==> src/rtl/regfile_2r1w_if.sv <==
// regfile_2r1w_if
// ---------------
// Bundles the write port, the bulk clear, both read ports and the occupancy
// output of the 2-read/1-write register file.
//   master : decode/control + writeback side (drives requests, reads results)
//   slave  : the register file itself
// Signals:
//   wr_en, wr_addr[AW], wr_data[WIDTH]    write request
//   clr                                   synchronous clear of all valid bits
//   rd_addr_a/b[AW]                       read addresses
//   rd_data_a/b[WIDTH], rd_valid_a/b      combinational read results
//   valid_count[AW+1]                     number of written entries
interface regfile_2r1w_if #(
    parameter int WIDTH = 20,
    parameter int DEPTH = 16
);
    localparam int AW = $clog2(DEPTH);

    logic             wr_en;
    logic [AW-1:0]    wr_addr;
    logic [WIDTH-1:0] wr_data;
    logic             clr;
    logic [AW-1:0]    rd_addr_a;
    logic [AW-1:0]    rd_addr_b;
    logic [WIDTH-1:0] rd_data_a;
    logic [WIDTH-1:0] rd_data_b;
    logic             rd_valid_a;
    logic             rd_valid_b;
    logic [AW:0]      valid_count;

    modport master (
        output wr_en, wr_addr, wr_data, clr, rd_addr_a, rd_addr_b,
        input  rd_data_a, rd_data_b, rd_valid_a, rd_valid_b, valid_count
    );

    modport slave (
        input  wr_en, wr_addr, wr_data, clr, rd_addr_a, rd_addr_b,
        output rd_data_a, rd_data_b, rd_valid_a, rd_valid_b, valid_count
    );
endinterface

==> src/rtl/regfile_2r1w.sv <==
// regfile_2r1w_rd
// ---------------
// One combinational read port: pending-write bypass first, then the array
// gated by the entry's valid bit. Anything else reads as zero, so neither
// unwritten entries nor out-of-range addresses ever leak X.
// Ports:
//   addr          read address
//   pend_v/addr/data  posted write waiting to commit
//   valid, mem    per-entry valid bits and storage
//   data, vld     read result
module regfile_2r1w_rd #(
    parameter int WIDTH = 20,
    parameter int DEPTH = 16,
    parameter int AW    = $clog2(DEPTH)
) (
    input  logic [AW-1:0]               addr,
    input  logic                        pend_v,
    input  logic [AW-1:0]               pend_addr,
    input  logic [WIDTH-1:0]            pend_data,
    input  logic [DEPTH-1:0]            valid,
    input  logic [DEPTH-1:0][WIDTH-1:0] mem,
    output logic [WIDTH-1:0]            data,
    output logic                        vld
);
    localparam logic [AW:0] DEPTH_LIM = (AW+1)'(DEPTH);

    logic in_range;

    // With a power-of-two depth every address is legal; skip the compare.
    if (DEPTH == (1 << AW)) begin : g_full
        assign in_range = 1'b1;
    end else begin : g_part
        assign in_range = ({1'b0, addr} < DEPTH_LIM);
    end

    always_comb begin
        data = '0;
        vld  = 1'b0;
        if (pend_v && (pend_addr == addr)) begin
            data = pend_data;
            vld  = 1'b1;
        end else if (in_range && valid[addr]) begin
            data = mem[addr];
            vld  = 1'b1;
        end
    end
endmodule

// regfile_2r1w
// ------------
// Parametrised 2-read/1-write register file. Writes are posted through a
// one-entry pending stage and commit into the array on the following edge;
// the read ports bypass the pending stage so a write is visible one cycle
// after its request. Per-entry valid bits, a synchronous bulk clear and an
// occupancy counter let the controller tell written entries from unwritten.
// Ports:
//   clk    rising-edge clock
//   reset  asynchronous active-low reset (clears pending, valid, count)
//   bus    regfile_2r1w_if.slave (write port, clr, read ports A/B, count)
module regfile_2r1w #(
    parameter int WIDTH = 20,
    parameter int DEPTH = 16
) (
    input  logic           clk,
    input  logic           reset,
    regfile_2r1w_if.slave  bus
);
    localparam int          AW        = $clog2(DEPTH);
    localparam int          NUM_RD    = 2;
    localparam logic [AW:0] DEPTH_LIM = (AW+1)'(DEPTH);
    localparam logic [AW:0] ONE       = (AW+1)'(1);

    typedef struct packed {
        logic [AW-1:0]    addr;
        logic [WIDTH-1:0] data;
    } pend_t;

    logic [DEPTH-1:0][WIDTH-1:0] mem;
    logic [DEPTH-1:0]            valid;
    logic                        pend_v;
    pend_t                       pend;
    logic [AW:0]                 valid_count;
    logic                        wr_in_range;
    logic                        wr_ok;
    logic                        commit;

    if (DEPTH == (1 << AW)) begin : g_wr_full
        assign wr_in_range = 1'b1;
    end else begin : g_wr_part
        assign wr_in_range = ({1'b0, bus.wr_addr} < DEPTH_LIM);
    end

    // Out-of-range requests never enter the pending stage, so pend.addr is
    // always a legal index below.
    assign wr_ok  = bus.wr_en && wr_in_range;
    // A clear discards whatever was pending instead of committing it.
    assign commit = pend_v && !bus.clr;

    always_ff @(posedge clk or negedge reset) begin
        if (!reset) begin
            pend_v      <= 1'b0;
            pend        <= '0;
            valid       <= '0;
            valid_count <= '0;
        end else begin
            pend_v <= wr_ok;
            if (wr_ok) begin
                pend.addr <= bus.wr_addr;
                pend.data <= bus.wr_data;
            end
            if (bus.clr) begin
                valid       <= '0;
                valid_count <= '0;
            end else if (commit) begin
                valid[pend.addr] <= 1'b1;
                // Only a first write to an entry grows the occupancy.
                if (!valid[pend.addr]) begin
                    valid_count <= valid_count + ONE;
                end
            end
        end
    end

    // Storage is deliberately not reset; the valid bits mask stale contents.
    always_ff @(posedge clk) begin
        if (commit) begin
            mem[pend.addr] <= pend.data;
        end
    end

    logic [NUM_RD-1:0][AW-1:0]    rd_addr;
    logic [NUM_RD-1:0][WIDTH-1:0] rd_data;
    logic [NUM_RD-1:0]            rd_valid;

    assign rd_addr = {bus.rd_addr_b, bus.rd_addr_a};

    for (genvar i = 0; i < NUM_RD; i++) begin : g_rd
        regfile_2r1w_rd #(
            .WIDTH (WIDTH),
            .DEPTH (DEPTH),
            .AW    (AW)
        ) u_rd (
            .addr      (rd_addr[i]),
            .pend_v    (pend_v),
            .pend_addr (pend.addr),
            .pend_data (pend.data),
            .valid     (valid),
            .mem       (mem),
            .data      (rd_data[i]),
            .vld       (rd_valid[i])
        );
    end

    assign bus.rd_data_a   = rd_data[0];
    assign bus.rd_data_b   = rd_data[1];
    assign bus.rd_valid_a  = rd_valid[0];
    assign bus.rd_valid_b  = rd_valid[1];
    assign bus.valid_count = valid_count;
endmodule

==> src/flat_wrapper.sv <==
// flat-port wrapper written by rule: the top's interface ports become plain ports
module regfile_2r1w_flat 
#(
    parameter int WIDTH = 20,
    parameter int DEPTH = 16
)
  (clk, reset, bus_wr_en, bus_wr_addr, bus_wr_data, bus_clr, bus_rd_addr_a, bus_rd_addr_b, bus_rd_data_a, bus_rd_data_b, bus_rd_valid_a, bus_rd_valid_b, bus_valid_count);
  regfile_2r1w_if #(.WIDTH(WIDTH), .DEPTH(DEPTH)) bus_i ();
  input  logic clk;
  input  logic reset;
  input wire logic [$bits(bus_i.wr_en)-1:0] bus_wr_en;
  input wire logic [$bits(bus_i.wr_addr)-1:0] bus_wr_addr;
  input wire logic [$bits(bus_i.wr_data)-1:0] bus_wr_data;
  input wire logic [$bits(bus_i.clr)-1:0] bus_clr;
  input wire logic [$bits(bus_i.rd_addr_a)-1:0] bus_rd_addr_a;
  input wire logic [$bits(bus_i.rd_addr_b)-1:0] bus_rd_addr_b;
  output wire logic [$bits(bus_i.rd_data_a)-1:0] bus_rd_data_a;
  output wire logic [$bits(bus_i.rd_data_b)-1:0] bus_rd_data_b;
  output wire logic [$bits(bus_i.rd_valid_a)-1:0] bus_rd_valid_a;
  output wire logic [$bits(bus_i.rd_valid_b)-1:0] bus_rd_valid_b;
  output wire logic [$bits(bus_i.valid_count)-1:0] bus_valid_count;
  assign bus_i.wr_en = bus_wr_en;
  assign bus_i.wr_addr = bus_wr_addr;
  assign bus_i.wr_data = bus_wr_data;
  assign bus_i.clr = bus_clr;
  assign bus_i.rd_addr_a = bus_rd_addr_a;
  assign bus_i.rd_addr_b = bus_rd_addr_b;
  assign bus_rd_data_a = bus_i.rd_data_a;
  assign bus_rd_data_b = bus_i.rd_data_b;
  assign bus_rd_valid_a = bus_i.rd_valid_a;
  assign bus_rd_valid_b = bus_i.rd_valid_b;
  assign bus_valid_count = bus_i.valid_count;
  regfile_2r1w #(.WIDTH(WIDTH), .DEPTH(DEPTH)) u_core (.clk(clk), .reset(reset), .bus(bus_i));
endmodule
==> config.mk <==
export PLATFORM = sky130hd
export DESIGN_NAME = regfile_2r1w_flat
export DESIGN_NICKNAME = d
export VERILOG_FILES = /design/src/rtl/regfile_2r1w_if.sv /design/src/rtl/regfile_2r1w.sv /design/src/flat_wrapper.sv
export SDC_FILE = /design/constraint.sdc
export NUM_CORES = 1
export LEC_CHECK = 0
export CORE_MARGIN = 1.5
export CORE_UTILIZATION = 51
export DETAILED_ROUTE_END_ITERATION = 6
export GPL_TIMING_DRIVEN = 0
export PLACE_DENSITY = 0.77
export SYNTH_ARGS = -nofsm -noshare
export SYNTH_HDL_FRONTEND = slang
export SYNTH_HIERARCHICAL = 1
export SYNTH_SLANG_ARGS = --single-unit
==> constraint.sdc <==
create_clock -name clk -period 3.85 [get_ports clk]
set_input_delay 0.77 -clock clk [delete_from_list [all_inputs] [get_ports clk]]
set_output_delay 0.77 -clock clk [all_outputs]
set_load 0.01 [all_outputs]
==> results of run 1 <==
==> layer usage <==
metal  part of all wire [%]  routed length, um  global-route usage, %
met3                     12               5200                   4.88
met5                      0                  0                      0
met2                     48              21400                   41.1
met4                    4.3               1920                   10.8
met1                     36              16100                   35.4
==> power breakdown <==
| part | internal (mW) | switching [mW] |
|---|---|---|
| logic | 0.436 | 0.464 |
| clock network | 1.93 | 1.49 |
| registers | 4.45 | 0.164 |
==> cells in the mapped netlist (2+ instances only) <==
cell / instances / area (um^2)
nor2b_1: 6 / 37.5
nor2_1: 57 / 214
xnor2_1: 2 / 17.5
nor2_2: 2 / 12.5
buf_2: 15 / 75.1
nand2_1: 2 / 7.51
clkbuf_1: 30 / 113
mux4_2: 164 / 3690
buf_6: 13 / 146
o21ai_0: 2 / 10.0
and2_1: 7 / 43.8
mux2_2: 24 / 270
dfrtp_1: 46 / 1150
a22o_1: 84 / 736
buf_8: 2 / 30.0
nand3_1: 43 / 215
a21oi_1: 3 / 15.0
nand2b_1: 4 / 25.0
edfxtp_1: 320 / 9610
nor3_1: 6 / 30.0
buf_12: 5 / 100
mux4_1: 6 / 158
mux2i_1: 9 / 90.1
a21o_1: 16 / 120
or3_1: 4 / 25.0
inv_1: 2 / 7.51
xor2_1: 7 / 61.3
o31ai_1: 40 / 300
buf_4: 12 / 90.1
==> sequential cells by signal, indices dropped and copies added (netlist names) <==
signal and cells:
u_core/valid 16, u_core/pend 24, u_core/bus.valid_count 5, u_core/mem 320
u_core/pend_v 1
==> cells in the final DEF (no fill, tap or decap), types with 11 or more instances in the layout <==
cell type and instances:
edfxtp_1 320, mux4_2 164, a22o_1 84, clkdlybuf4s50_1 69, dfrtp_1 46, nor2_1 44
nand3_1 43, clkbuf_16 37, mux2_2 24, buf_4 24, o31ai_1 23, buf_6 22
o31ai_2 17, clkbuf_1 16, a21o_1 16, nor2_2 11
==> how the worst max path moves through the flow <==
stage / endpoint / slack (ns) / depth (start not counted)
CTS: bus_rd_data_a[5] / 0.002 / 7
finish: bus_rd_data_a[19] / 0.04 / 8
detailed placement: bus_rd_data_a[8] / -0.79 / 8
global placement: u_core/mem[246] / -1.62 / 4
floorplan: u_core/mem[0] / 0.70 / 3
global route: bus_rd_data_a[6] / 0.03 / 8
==> cell type report <==
type | instances | area share, %
multi-input cells | 493 | 30.8
clock inverters | 22 | 0.906
clock buffers | 45 | 4.64
plain buffers | 77 | 3.33
inverters | 2 | 0.0365
well taps | 448 | 2.72
flip-flops and latches | 366 | 52.3
repair buffers | 99 | 5.31
==> kinds of logic after synthesis <==
group / synth area share (%)
adder cells (fa/ha/maj): 0.0717
AND/OR/NAND/NOR: 3.58
multiplexers: 24.1
AO/OA/AOI/OAI: 6.92
buffers and inverters: 3.22
XOR/XNOR: 0.452
flip-flops: 61.6
==> through the flow <==
step                      hold slack, ns  setup TNS, ns  cells
final                             0.0962              0   1552
after global routing              0.0926              0   1552
after CTS                         0.0893              0   1552
after detailed placement           0.520         -21.16   1485
after global placement             0.511        -180.53   1466
after floorplan                    0.474              0    938
==> repair_timing <==
item,4_1_cts,5_1_grt
gates cloned,0,0
pin swaps,4,0
endpoints found under the setup margin,42,36
resized for setup,90,5
==> worst max-delay path, delay by kind of cell <==
family | cells | cell delay [ns]
buffers and inverters | 4 | 1.46
muxes | 1 | 0.26
AOI/OAI and AO/OA | 2 | 0.49
and+or+nand+nor | 1 | 0.05
==> reports/metrics.cfg, run 1 <==
[run_status]
status=completed

[placement]
dpl.hpwl_um=30600
gp_congestion=0.889
placed_area_um2=19200
numPortBuffers=80
dpl_worst_slack_ns=-0.785

[timing]
rsz0062_at_grt=no
max_freq_ghz=0.262
clock_skew_ns=0.0319
maxSlewViolCount=0
final-hold-violation-count=0
finalSetupViolCount=0
setup_slack_ns=0.0352
min_period_over_period_pct=99.1
max_slew_margin_pct=31.2
min_period_ns=3.81
max_slew.worst_pin.slew_ns=1.03

[layout]
num_antenna_cells=0
fillerInstances=2304
multi_input_area_um2=6340
final_layout_size_suffix_gt1_share_pct=34.0
postLayoutCellArea_um2=20600
utilization_pct=61.2
register_area_um2=10800
syn_to_final_growth_pct=17.9
nets=1113

[detailed_routing]
vias=10600
drt_iter0_drc=1329
routedWlPerCell_um=28.8
drc=0
postRouteAntennaNets=0
drt_wl_total_um=44700
avgViaCountPerCell=6.85
firstDrtPassIters=5

[global_route]
grt_pass1_vias=10800
gr-total-overflow=0
antenna_found_initial=0
grt_max_degree=41
grt_pass1_wl_um=67300
track_usage_pct=25.8

[critical_path]
cp.arrival_ns=3.04
crit_path_start_kind=input pin
crit_start=bus_rd_addr_a[2]
worstReg2RegStart=u_core/pend_v
max_stage_delay_ns=0.62
rrSetupSlack_ns=1.33
cp.required_ns=3.08
end_kind=output port
reg2reg_depth=4
r2r_end=u_core/mem[232]
critical_path_class=input pin to output port
crit_path_cell_trace=dlygate4sd2_1, buf_6, buf_4, mux4_2, a22o_1, nor2_1, o31ai_1, clkdlybuf4s50_1
crit_fanout=10
critical-path-slowest-cell=clkdlybuf4s50_1

[yosys]
synth_ff_type=edfxtp_1
ys_ff_latch=366
synth_cell_types=34
synth_edf_count=320
syn_area_per_cell_um2=18.6
syn-num-nets=975
ys_seq_area_share_pct=61.6
ys_async_sr_fraction_pct=12.6
yosysWarnings=6
netlist_instances=938
synth_area_um2=17500

[clock_network]
postCtsSetupRepairBufs=0
cts_buffers=37
cts.htree.levels=2
clkSinkCount=366
clk_pin_slew_worst_paths_ns=0.06
clockBufferDepth=3
hold_buffers=0
clk_latency_ns=0.54
root_buffer=clkbuf_16
cts_tree=yes

[power_and_ir_drop]
peakVddDrop_mv=0.322
p_total_mw=8.94
p_leak_nw=7.00
pwr_density_cell_nw_per_um2=434

[floorplanning]
io_pins=83
initial_utilization_pct=51.9
die_area_um2=35300
die_y_um=188
num_rows=67
core_area_um2=33600
fp.dieW_um=188

[job]
drv_cap=0

[worst_hold_path]
hold_class=input pin to asynchronous set/reset pin

Power figures use the tool's default switching activity.
==> run 2, diff against run 1 <==
CELL_PAD_IN_SITES_DETAIL_PLACEMENT = 0   (was default)
CELL_PAD_IN_SITES_GLOBAL_PLACEMENT = 1   (was default)
CORE_UTILIZATION = 40   (was 51)
PLACE_DENSITY = 0.71   (was 0.77)
==> reports/metrics.cfg, run 2 (synthesis gave the netlist of run 1 again) <==
[clock_network]
cts.htree.levels=2
postCtsSetupRepairBufs=0
clkSinkCount=366
cts_tree=yes
clk_latency_ns=0.54
root_buffer=clkbuf_16
cts_buffers=39
clk_pin_slew_worst_paths_ns=0.06
clockBufferDepth=3

[critical_path]
cp_top_family=buffers and inverters
cp.required_ns=3.08
cp.arrival_ns=3.02
rrSetupSlack_ns=1.47
crit_path_start_kind=input pin
critical-path-slowest-cell=clkdlybuf4s50_1
max_stage_delay_ns=0.50
end_kind=output port
critical_path_class=input pin to output port
crit_fanout=10
crit_path_cell_trace=dlygate4sd2_1, buf_6, clkbuf_8, mux4_2, a22o_1, nor2_2, o31ai_4, clkdlybuf4s50_1
crit_buf_inv=4

[timing]
whs_ns=0.113
min_period_over_period_pct=98.3
final-hold-violation-count=0
clock_skew_ns=0.0164
max_slew_margin_pct=37.5
rsz0062_at_grt=no
max_freq_ghz=0.264
maxSlewViolCount=0
min_period_ns=3.79
max_slew.worst_pin.slew_ns=0.935
finalSetupViolCount=0
fin_setup_tns_ns=0

[global_route]
grt_pass1_wl_um=68100
grt_max_degree=38
antenna_found_initial=0
gr-total-overflow=0
grt_pass1_vias=10500
track_usage_pct=21.1

[placement]
numPortBuffers=80
dpl.hpwl_um=31500
placed_area_um2=19300
gp_congestion=0.821

[detailed_routing]
drt_wl_total_um=46100
drt_iter0_drc=968
postRouteAntennaNets=0
firstDrtPassIters=5
avgViaCountPerCell=6.04
vias=10200
routedWlPerCell_um=27.3
drc=0

[layout]
final_layout_size_suffix_gt1_share_pct=34.1
fillerInstances=3542
syn_to_final_growth_pct=19.8
postLayoutCellArea_um2=20900
nets=1110
final_cell_mix=320 x edfxtp_1, 164 x mux4_2, 84 x a22o_1, 70 x clkdlybuf4s50_1, 46 x dfrtp_1
largestRegisters=u_core/mem (320), u_core/pend (24), u_core/valid (16)
num_antenna_cells=0
top_register=u_core/mem
largest_reg_flops=320
utilization_pct=48.5
final_common_cell=edfxtp_1

[power_and_ir_drop]
pwr_density_cell_nw_per_um2=448
p_switching_mw=2.14
p_total_mw=9.38
pwr-share-comb_pct=9.7
peakVddDrop_mv=0.253
power_frac_seq_pct=49.2
p_leak_nw=7.03
p_int_mw=7.23
clockPowerShare_pct=41.1
swShare_pct=22.9

[floorplanning]
initial_utilization_pct=40.5
die_area_um2=44900
io_pins=83
num_rows=76
core_area_um2=43100
die_y_um=212
fp.dieW_um=212

[job]
drv_cap=0

[run_status]
status=completed

[worst_hold_path]
hold_class=input pin to asynchronous set/reset pin

==> run 2: cell count changes in the layout (fill, tap and decap cells not counted), moves of 3 or more <==
cell / previous run / this run
buf_6: 22 / 26
nor2_2: 11 / 3
clkinv_4: 3 / 0
bufinv_16: 2 / 6
buf_8: 10 / 2
nor2_4: 4 / 12
clkbuf_1: 16 / 13
o31ai_4: 0 / 3
clkbuf_16: 37 / 40
clkbuf_8: 4 / 8
buf_16: 3 / 0
==> run 2: worst reg2reg max path, delay by kind of cell, from the launching register on <==
kind / cells / cell delay, ns
AND/OR/NAND/NOR: 3 / 1.31
flip-flops: 1 / 0.50
buffers and inverters: 1 / 0.27
==> run 2: cell type report <==
type | count | area [um^2] | area share, %
Buffer | 77 | 702 | 3.36
Clock buffer | 47 | 1050 | 5.01
Clock inverter | 23 | 279 | 1.33
Inverter | 2 | 7.51 | 0.0359
Multi-Input combinational cell | 493 | 6410 | 30.7
Sequential cell | 366 | 10800 | 51.5
Tap cell | 585 | 732 | 3.50
Timing Repair Buffer | 94 | 972 | 4.65
==> run 2: power groups by stage <==
stage	clock, mW	sequential [mW]	combinational, mW
final	3.85	4.62	0.910
after detailed placement	0	4.70	0.873
after global placement	0	4.69	0.851
after global routing	4.07	4.64	0.961
after floorplan	0	4.62	0.559
after CTS	3.91	4.61	0.911
==> run 2: timing repair <==
item	in CTS	in global routing
resized for setup	99	3
pin swaps	3	2
hold buffers	0	0
setup endpoints to repair	42	16
==> run 2: final timing paths <==
| kind | from | end | cells after the start |
|---|---|---|---|
| max | bus_rd_addr_a[2] | bus_rd_data_a[8] | 8 |
| min | reset | u_core/pend[2] | 1 |
| max reg2reg | u_core/pend_v | u_core/mem[14] | 4 |
| min reg2reg | u_core/valid[13] | u_core/valid[13] | 1 |
| max in group asynchronous | reset | u_core/valid[5] | 2 |
| min in group clk | u_core/valid[13] | u_core/valid[13] | 1 |
==> run 2: layer usage <==
layer  share of wire (%)  global-route usage (%)  vias up  routed length (um)
met5                   0                       0        -                   0
met4                 2.6                    7.09        0                1200
met3                 7.7                    3.69       73                3570
met2                  49                    33.7      441               22500
met1                  41                    29.2     5413               18900
li1                    -                       -     4265                   -
==> run 2: stage by stage <==
step	setup WS [ns]	std cells
CTS	-0.0504	1687
finish	0.0637	1687
floorplan	0.699	938
global route	0.00720	1687
detailed placement	-0.930	1617
global placement	-1.85	1603
==> run 3, diff against run 2 <==
CAP_MARGIN = 20   (was default)
==> reports/metrics.cfg, run 3 (synthesis gave the netlist of run 1 again) <==
[critical_path]
crit_fanout=10
critical_path_class=input pin to output port
rrSetupSlack_ns=1.44
cp.required_ns=3.08
cp.arrival_ns=3.00
crit_path_start_kind=input pin
critical-path-slowest-cell=clkdlybuf4s50_1
crit_path_cell_trace=dlygate4sd2_1, buf_6, buf_4, mux4_2, a22o_1, nor2_1, o31ai_2, clkdlybuf4s50_1
max_stage_delay_ns=0.61
end_kind=output port

[layout]
register_area_um2=10800
final_layout_size_suffix_gt1_share_pct=34.4
top_register=u_core/mem
num_antenna_cells=0
multi_input_area_um2=6420
fillerInstances=3549
largest_reg_flops=320
postLayoutCellArea_um2=20900
final_cell_mix=320 x edfxtp_1, 164 x mux4_2, 84 x a22o_1, 69 x clkdlybuf4s50_1, 46 x dfrtp_1
syn_to_final_growth_pct=20.0
final_common_cell=edfxtp_1
nets=1109
largestRegisters=u_core/mem (320), u_core/pend (24), u_core/valid (16)
utilization_pct=48.6

[clock_network]
clkSinkCount=366
cts_buffers=38
cts.htree.levels=2
cts_tree=yes
clk_latency_ns=0.54
hold_buffers=0
root_buffer=clkbuf_16
clk_pin_slew_worst_paths_ns=0.06
clockBufferDepth=3

[floorplanning]
core_area_um2=43100
num_rows=76
initial_utilization_pct=40.5
io_pins=83
fp.dieW_um=212
die_area_um2=44900
die_y_um=212

[detailed_routing]
vias=10200
drc=0
firstDrtPassIters=7
routedWlPerCell_um=27.6
avgViaCountPerCell=6.04
drt_wl_total_um=46400
drt_iter0_drc=1033
postRouteAntennaNets=0

[power_and_ir_drop]
p_leak_nw=7.08
peakVddDrop_mv=0.370
pwr_density_cell_nw_per_um2=453

[timing]
finalSetupViolCount=0
rsz0062_at_grt=no
min_period_ns=3.77
min_period_over_period_pct=98.0
max_slew_margin_pct=34.8
max_freq_ghz=0.265
final-hold-violation-count=0
maxSlewViolCount=0
clock_skew_ns=0.0112
fin_setup_tns_ns=0
max_slew.worst_pin.slew_ns=0.976

[placement]
numPortBuffers=80
gp_congestion=0.821
placed_area_um2=19300
dpl.hpwl_um=31500

[global_route]
antenna_found_initial=0
gr-total-overflow=0
grt_pass1_vias=10400
track_usage_pct=21.0
grt_max_degree=38
grt_pass1_wl_um=67800

[job]
drv_cap=0

[run_status]
status=completed

[worst_hold_path]
hold_class=input pin to asynchronous set/reset pin

-- run 3: final timing paths --
path / from / cells past startpoint / to
worst max-delay path: bus_rd_addr_a[2] / 8 / bus_rd_data_a[0]
worst min-delay path: reset / 1 / u_core/pend[19]
min in group clk: u_core/valid[12] / 1 / u_core/valid[12]
worst min register to register: u_core/valid[12] / 1 / u_core/valid[12]
worst max register to register: u_core/pend_v / 4 / u_core/mem[14]
max in group asynchronous: reset / 2 / u_core/pend[17]
-- run 3: power by group --
| group | total, mW | switching (mW) | internal [mW] | leakage [nW] |
|---|---|---|---|---|
| combinational | 0.913 | 0.476 | 0.436 | 2.95 |
| clock | 3.95 | 1.51 | 2.44 | 0.664 |
| sequential | 4.62 | 0.163 | 4.45 | 3.47 |
| total | 9.48 | 2.15 | 7.33 | 7.08 |
-- run 3: routing by layer --
| metal | global-route usage (%) | part of all wire, % |
|---|---|---|
| met1 | 28.9 | 40 |
| met2 | 34.1 | 49 |
| met3 | 3.32 | 8.0 |
| met4 | 7.36 | 2.8 |
| met5 | 0 | 0 |
-- run 3: cell type report --
cell class | count | share of cell area [%]
plain buffers | 77 | 3.35
clock buffers | 48 | 5.12
clock inverters | 18 | 1.31
inverters | 2 | 0.0358
multi-input cells | 493 | 30.7
flip-flops and latches | 366 | 51.4
well taps | 585 | 3.49
repair buffers | 94 | 4.65
-- run 3: what timing repair did --
item | 4_1_cts | 5_1_grt
pin swaps | 5 | 1
setup endpoints to repair | 42 | 32
gates resized for setup | 100 | 5
setup buffers | 0 | 0
-- run 3: critical path: cells and delay by family --
kind	cells	cell delay, ns
AND/OR/NAND/NOR	1	0.08
multiplexers	1	0.22
AO/OA/AOI/OAI	2	0.48
buffers and inverters	4	1.44
-- run 3: stage by stage --
step | hold slack (ns) | setup slack (ns) | cells | power [mW]
global placement | 0.504 | -1.85 | 1603 | 5.54
floorplan | 0.474 | 0.699 | 938 | 5.18
CTS | 0.106 | 0.0000886 | 1683 | 9.54
finish | 0.110 | 0.0768 | 1683 | 9.48
global route | 0.114 | 0.0184 | 1683 | 9.76
detailed placement | 0.513 | -0.946 | 1617 | 5.57
==> edit 1 (flow settings as in run 1) <==
Reset style: synchronous (`reset`), changed in one clocked block. Comments in the files are not updated.
--- a/src/rtl/regfile_2r1w.sv
+++ b/src/rtl/regfile_2r1w.sv
@@ -97,5 +97,5 @@
     assign commit = pend_v && !bus.clr;
 
-    always_ff @(posedge clk or negedge reset) begin
+    always_ff @(posedge clk) begin
         if (!reset) begin
             pend_v      <= 1'b0;
Function: differs if reset is asserted again (counterexample within 4 cycles, from zero or initial values and one cycle with reset low); with reset held inactive, the same outputs for 4 cycles.
==> edit 1 against run 1 <==
Sequential cell count unchanged. Worst setup slack gained 24 ps. Total power decreased by 3.4%. Synthesized cell count grew 4.4%. Final area fell by 0.66%. First-iteration DRC count grew 9.7%. Routed wire length grew 0.53%. Synthesized area decreased by 0.24%.
==> edit 1: results (changes against run 1) <==
[outcome]
status = finished, final reports clean

[sta]
finClkSkew_ps = 16.6  ; -15.3 ps
tightest_slew_ps = 1000  ; -30.9 ps
hold_ws_ps = 481  ; +385 ps

[hold_path]
min_path_type = reg -> reg

[global_routing]
use_met1 = 0.358  ; +0.00471
grt_max_degree = 22  ; -46%
gr-usage-met2 = 0.414  ; +0.00351
grt_usage = 0.258  ; about the same
grt_pass1_wl_um = 67500  ; +0.38%
globalRouteMet3Util = 0.0451  ; -0.00374

[drt]
met3_length_um = 5200  ; about the same
routed-wl-met2_um = 21700  ; +1.1%
met1_length_um = 16700  ; +3.4%
vias = 10800  ; +1.2%
wl_per_cell_um = 28.4  ; -1.3%

[cells_and_area]
fin_cells = 1581  ; +1.9%
drive_gt1_frac = 0.304  ; -0.0361

[placed_design]
dpl_cell_area_um2 = 19000  ; -0.76%
gp_congestion = 0.904  ; +1.7%
io_buffers = 79  ; -1.3%
dp_cells = 1518  ; +2.2%

[yosys]
async_flop_share = 0  ; -0.126
synthXorXnorAreaFrac = 0.00402  ; -0.000492
ys_seq_area_frac = 0.605  ; -0.0117
synthTopCellsByArea = edfxtp_1 (55%), mux4_2 (21%), dfxtp_1 (5.3%), a22o_1 (4.2%), o31ai_1 (1.7%)
avgSynthCellArea_um2 = 17.8  ; -4.4%
yosysUniqueCellTypes = 40  ; +18%
synthTopCellsByCount = edfxtp_1 (320), mux4_2 (162), a22o_1 (84)
synth_mux_area_frac = 0.240  ; -0.00135
syn_nets = 1016  ; +4.2%
synth-adder-area-share = 0.000718  ; +0.00000175

[power]
p_leak_nw = 6.59  ; -5.8%
max-vdd-ir-drop_mv = 0.353  ; +9.5%

[clock_network]
ctsResizeCount = 91  ; +1.1%
cts_buffers = 36  ; -2.7%

[setup_path]
cp-endpoint = bus_rd_data_b[7]
reg2reg_to = u_core/mem[101]$_DFFE_PP_
r2r_slack_ps = 1190  ; -140 ps

## edit 1: changes by cell type after synthesis, sizes merged, moves of 12 or more
cell   before  now
dfrtp      46    0
nor2b       6   30
mux2i       9   27
a21o       16    0
dfxtp       0   46
mux2       24    4
o21a        0   12
## edit 1: final cells by class
type / count / area [µm²]
Inverter: 4 / 15.0
Clock inverter: 16 / 148
Fill cell: 2399 / 13100
Tap cell: 448 / 561
Sequential cell: 366 / 10500
Buffer: 81 / 692
Timing Repair Buffer: 91 / 961
Clock buffer: 47 / 1040
Multi-Input combinational cell: 528 / 6510
## edit 1: cells by family after synthesis
family	count (synthesis)
xor gates and xnor gates	8
muxes	201
buffers and inverters	85
adders and majority gates	1
AOI/OAI and AO/OA	143
and+or+nand+nor	175
DFF	366
## edit 1: report_power, final
part           internal (mW)  switching (mW)  total [mW]
Clock                   2.04            1.47        3.51
Sequential              4.35          0.0856        4.44
Combinational          0.336           0.353       0.690
Total                   6.73            1.91        8.64
==> edit 2 (flow settings as in run 1) <==
Without the edit above. `WIDTH` is set to 20 in 4 places; all go to 10.
--- a/src/rtl/regfile_2r1w_if.sv
+++ b/src/rtl/regfile_2r1w_if.sv
@@ -12,5 +12,5 @@
 //   valid_count[AW+1]                     number of written entries
 interface regfile_2r1w_if #(
-    parameter int WIDTH = 20,
+    parameter int WIDTH = 10,
     parameter int DEPTH = 16
 );
--- a/src/rtl/regfile_2r1w.sv
+++ b/src/rtl/regfile_2r1w.sv
@@ -10,5 +10,5 @@
 //   data, vld     read result
 module regfile_2r1w_rd #(
-    parameter int WIDTH = 20,
+    parameter int WIDTH = 10,
     parameter int DEPTH = 16,
     parameter int AW    = $clog2(DEPTH)
@@ -59,5 +59,5 @@
 //   bus    regfile_2r1w_if.slave (write port, clr, read ports A/B, count)
 module regfile_2r1w #(
-    parameter int WIDTH = 20,
+    parameter int WIDTH = 10,
     parameter int DEPTH = 16
 ) (
--- a/src/flat_wrapper.sv
+++ b/src/flat_wrapper.sv
@@ -2,5 +2,5 @@
 module regfile_2r1w_flat 
 #(
-    parameter int WIDTH = 20,
+    parameter int WIDTH = 10,
     parameter int DEPTH = 16
 )
Interface: changed (resized bus_rd_data_a, bus_rd_data_b and bus_wr_data); port bits go from 83 to 53. The function was not compared with the original's and may differ.
==> edit 2 against run 1 <==
The run now ends with design-rule violations left. Sequential share of layout area fell by 0.53 points. Largest power group unchanged. Routed wire length decreased by 46%. Synthesized area shrank 46%. Sequential cell count is 170 lower. Final area fell by 46%. Worst setup slack improved by 200 ps. Total power down 47%. Via count shrank 45%.
==> edit 2: results (changes against run 1) <==
[outcome]
status = complete, but fails checks
violations = design-rule violations

[clock_network]
clk_latency_ps = 440  ; -100 ps
clock-root-buffer = clkbuf_16
clkSlewWorstSetupHoldPaths_ps = 70
htree_levels = 4  ; +2
cts_buffers = 17  ; -54%
clockBufferDepth = 2  ; -1

[yosys]
synthTopCellsByCount = edfxtp_1 (160), mux4_2 (90), a22o_1 (44)
syn_nets = 573  ; -41%
yosysUniqueCellTypes = 30  ; -12%
async_flop_share = 0.184  ; +0.0580
synth_edf_count = 160  ; -50%
synthTopCellsByArea = edfxtp_1 (51%), mux4_2 (21%), dfrtp_1 (9.5%), a22o_1 (4.1%), o31ai_1 (1.6%)
ys_seq_area_frac = 0.601  ; -0.0153
yosysWarnings = 6  ; unchanged

[placed_design]
gp_congestion = 0.940  ; +5.7%
io_buffers = 48  ; -40%
post-place-ws_ps = -233  ; +552 ps
place_hpwl_um = 17000  ; -45%

[global_routing]
grt_usage = 0.260  ; +0.00206
grt_pass1_wl_um = 36500  ; -46%
gr-usage-met2 = 0.409  ; -0.00132
use_met1 = 0.372  ; +0.0180
grt_pass1_vias = 5859  ; -46%
grt_max_degree = 37  ; -9.8%
antenna_found_initial = 0  ; unchanged
globalRouteMet3Util = 0.0513  ; +0.00242

[drt]
dr.pass1.iters = 7  ; +2
routed_wirelength_um = 24200  ; -46%
drt_iter0_drc = 678  ; -49%
drc = 3  ; +3
ant_nets = 0  ; unchanged
viasPerCell = 6.85  ; about the same

[hold_path]
min_path_type = in -> async

[cells_and_area]
top_regs = u_core/mem (160), u_core/valid (16), u_core/pend (14)
num_antenna_cells = 0  ; unchanged
drive_gt1_frac = 0.311  ; -0.0286
layout.nets = 644  ; -42%
nFillCells = 1284  ; -44%

[sta]
tightest_slew_ps = 1380  ; +345 ps
finClkSkew_ps = 17.4  ; -14.5 ps

[power]
intPower_mw = 3.61  ; -47%
p_leak_nw = 3.91  ; -44%
max-vdd-ir-drop_mv = 0.308  ; -4.3%

[setup_path]
crit_fanout = 10  ; unchanged
critPathArrivalTime_ps = 2840  ; -200 ps

==> edit 2: cell count changes after synthesis, sizes merged, moves of 13 or more <==
cell,before,now
buf,47,26
nor2,59,38
nand3,43,26
clkbuf,30,15
o31ai,40,20
mux4,170,90
edfxtp,320,160
mux2,24,11
a22o,84,44
==> edit 2: repair_timing <==
item / CTS / global route
pin swaps: 0 / 1
setup endpoints to repair: 20 / 17
hold buffers: 0 / 0
gates resized for setup: 16 / 21
buffers inserted: 0 / 0
==> edit 2: through the flow <==
stage	cell area, µm²	cells
2_1_floorplan	9490	546
3_3_place_gp	10300	823
3_5_place_dp	10300	827
4_1_cts	11000	859
5_1_grt	11000	859
6_report	11000	859
==> edit 2: power groups by stage <==
stage | clock network, mW | registers, mW | logic [mW]
floorplan | 0 | 2.46 | 0.310
global placement | 0 | 2.50 | 0.457
detailed placement | 0 | 2.51 | 0.471
CTS | 1.83 | 2.47 | 0.476
global route | 1.92 | 2.48 | 0.513
finish | 1.82 | 2.47 | 0.485
==> edit 2: worst paths after layout <==
kind                                        startpoint  slack [ps]                           end  cells past startpoint
max                                   bus_rd_addr_b[2]         240              bus_rd_data_b[3]                      7
min                                              reset         410    u_core/pend[1]$_DFFE_PN0P_                      1
max reg2reg                    u_core/pend_v$_DFF_PN0_        1400      u_core/mem[87]$_DFFE_PP_                      3
min reg2reg                u_core/valid[6]$_DFFE_PN0P_         530   u_core/valid[6]$_DFFE_PN0P_                      1
max in group asynchronous                        reset        2910  u_core/valid[11]$_DFFE_PN0P_                      1
min in group clk           u_core/valid[6]$_DFFE_PN0P_         530   u_core/valid[6]$_DFFE_PN0P_                      1
==> edit 2: layer usage <==
| layer | part of all wire | wire length [µm] |
|---|---|---|
| met1 | 0.40 | 9800 |
| met2 | 0.48 | 11600 |
| met3 | 0.099 | 2410 |
| met4 | 0.018 | 441 |
| met5 | 0 | 0 |
==> edit 2: cell type report <==
| cell class | instances | area, µm² | area share |
|---|---|---|---|
| timing repair buffer | 52 | 527 | 0.0478 |
| clock inverter | 12 | 133 | 0.0120 |
| buffer | 41 | 290 | 0.0263 |
| tap | 229 | 287 | 0.0260 |
| sequential | 196 | 5710 | 0.517 |
| clock buffer | 20 | 489 | 0.0444 |
| inverter | 5 | 18.8 | 0.00170 |
| multi-input combinational | 304 | 3580 | 0.324 |
==> edit 2: kinds of logic after synthesis <==
kind of cell             share of synthesized area
flip-flops                                   0.601
multiplexers                                 0.236
AND/OR/NAND/NOR                             0.0476
AO/OA/AOI/OAI                               0.0761
buffers and inverters                       0.0297
XOR/XNOR                                   0.00830
adder cells (fa/ha/maj)                    0.00132
==> edit 2: worst max-delay path, stage by stage <==
cell and delay (ps):
buf_2 250, buf_2 340, mux4_2 300, a22o_1 240, nor2_1 70, o31ai_1 260
clkdlybuf4s50_1 600
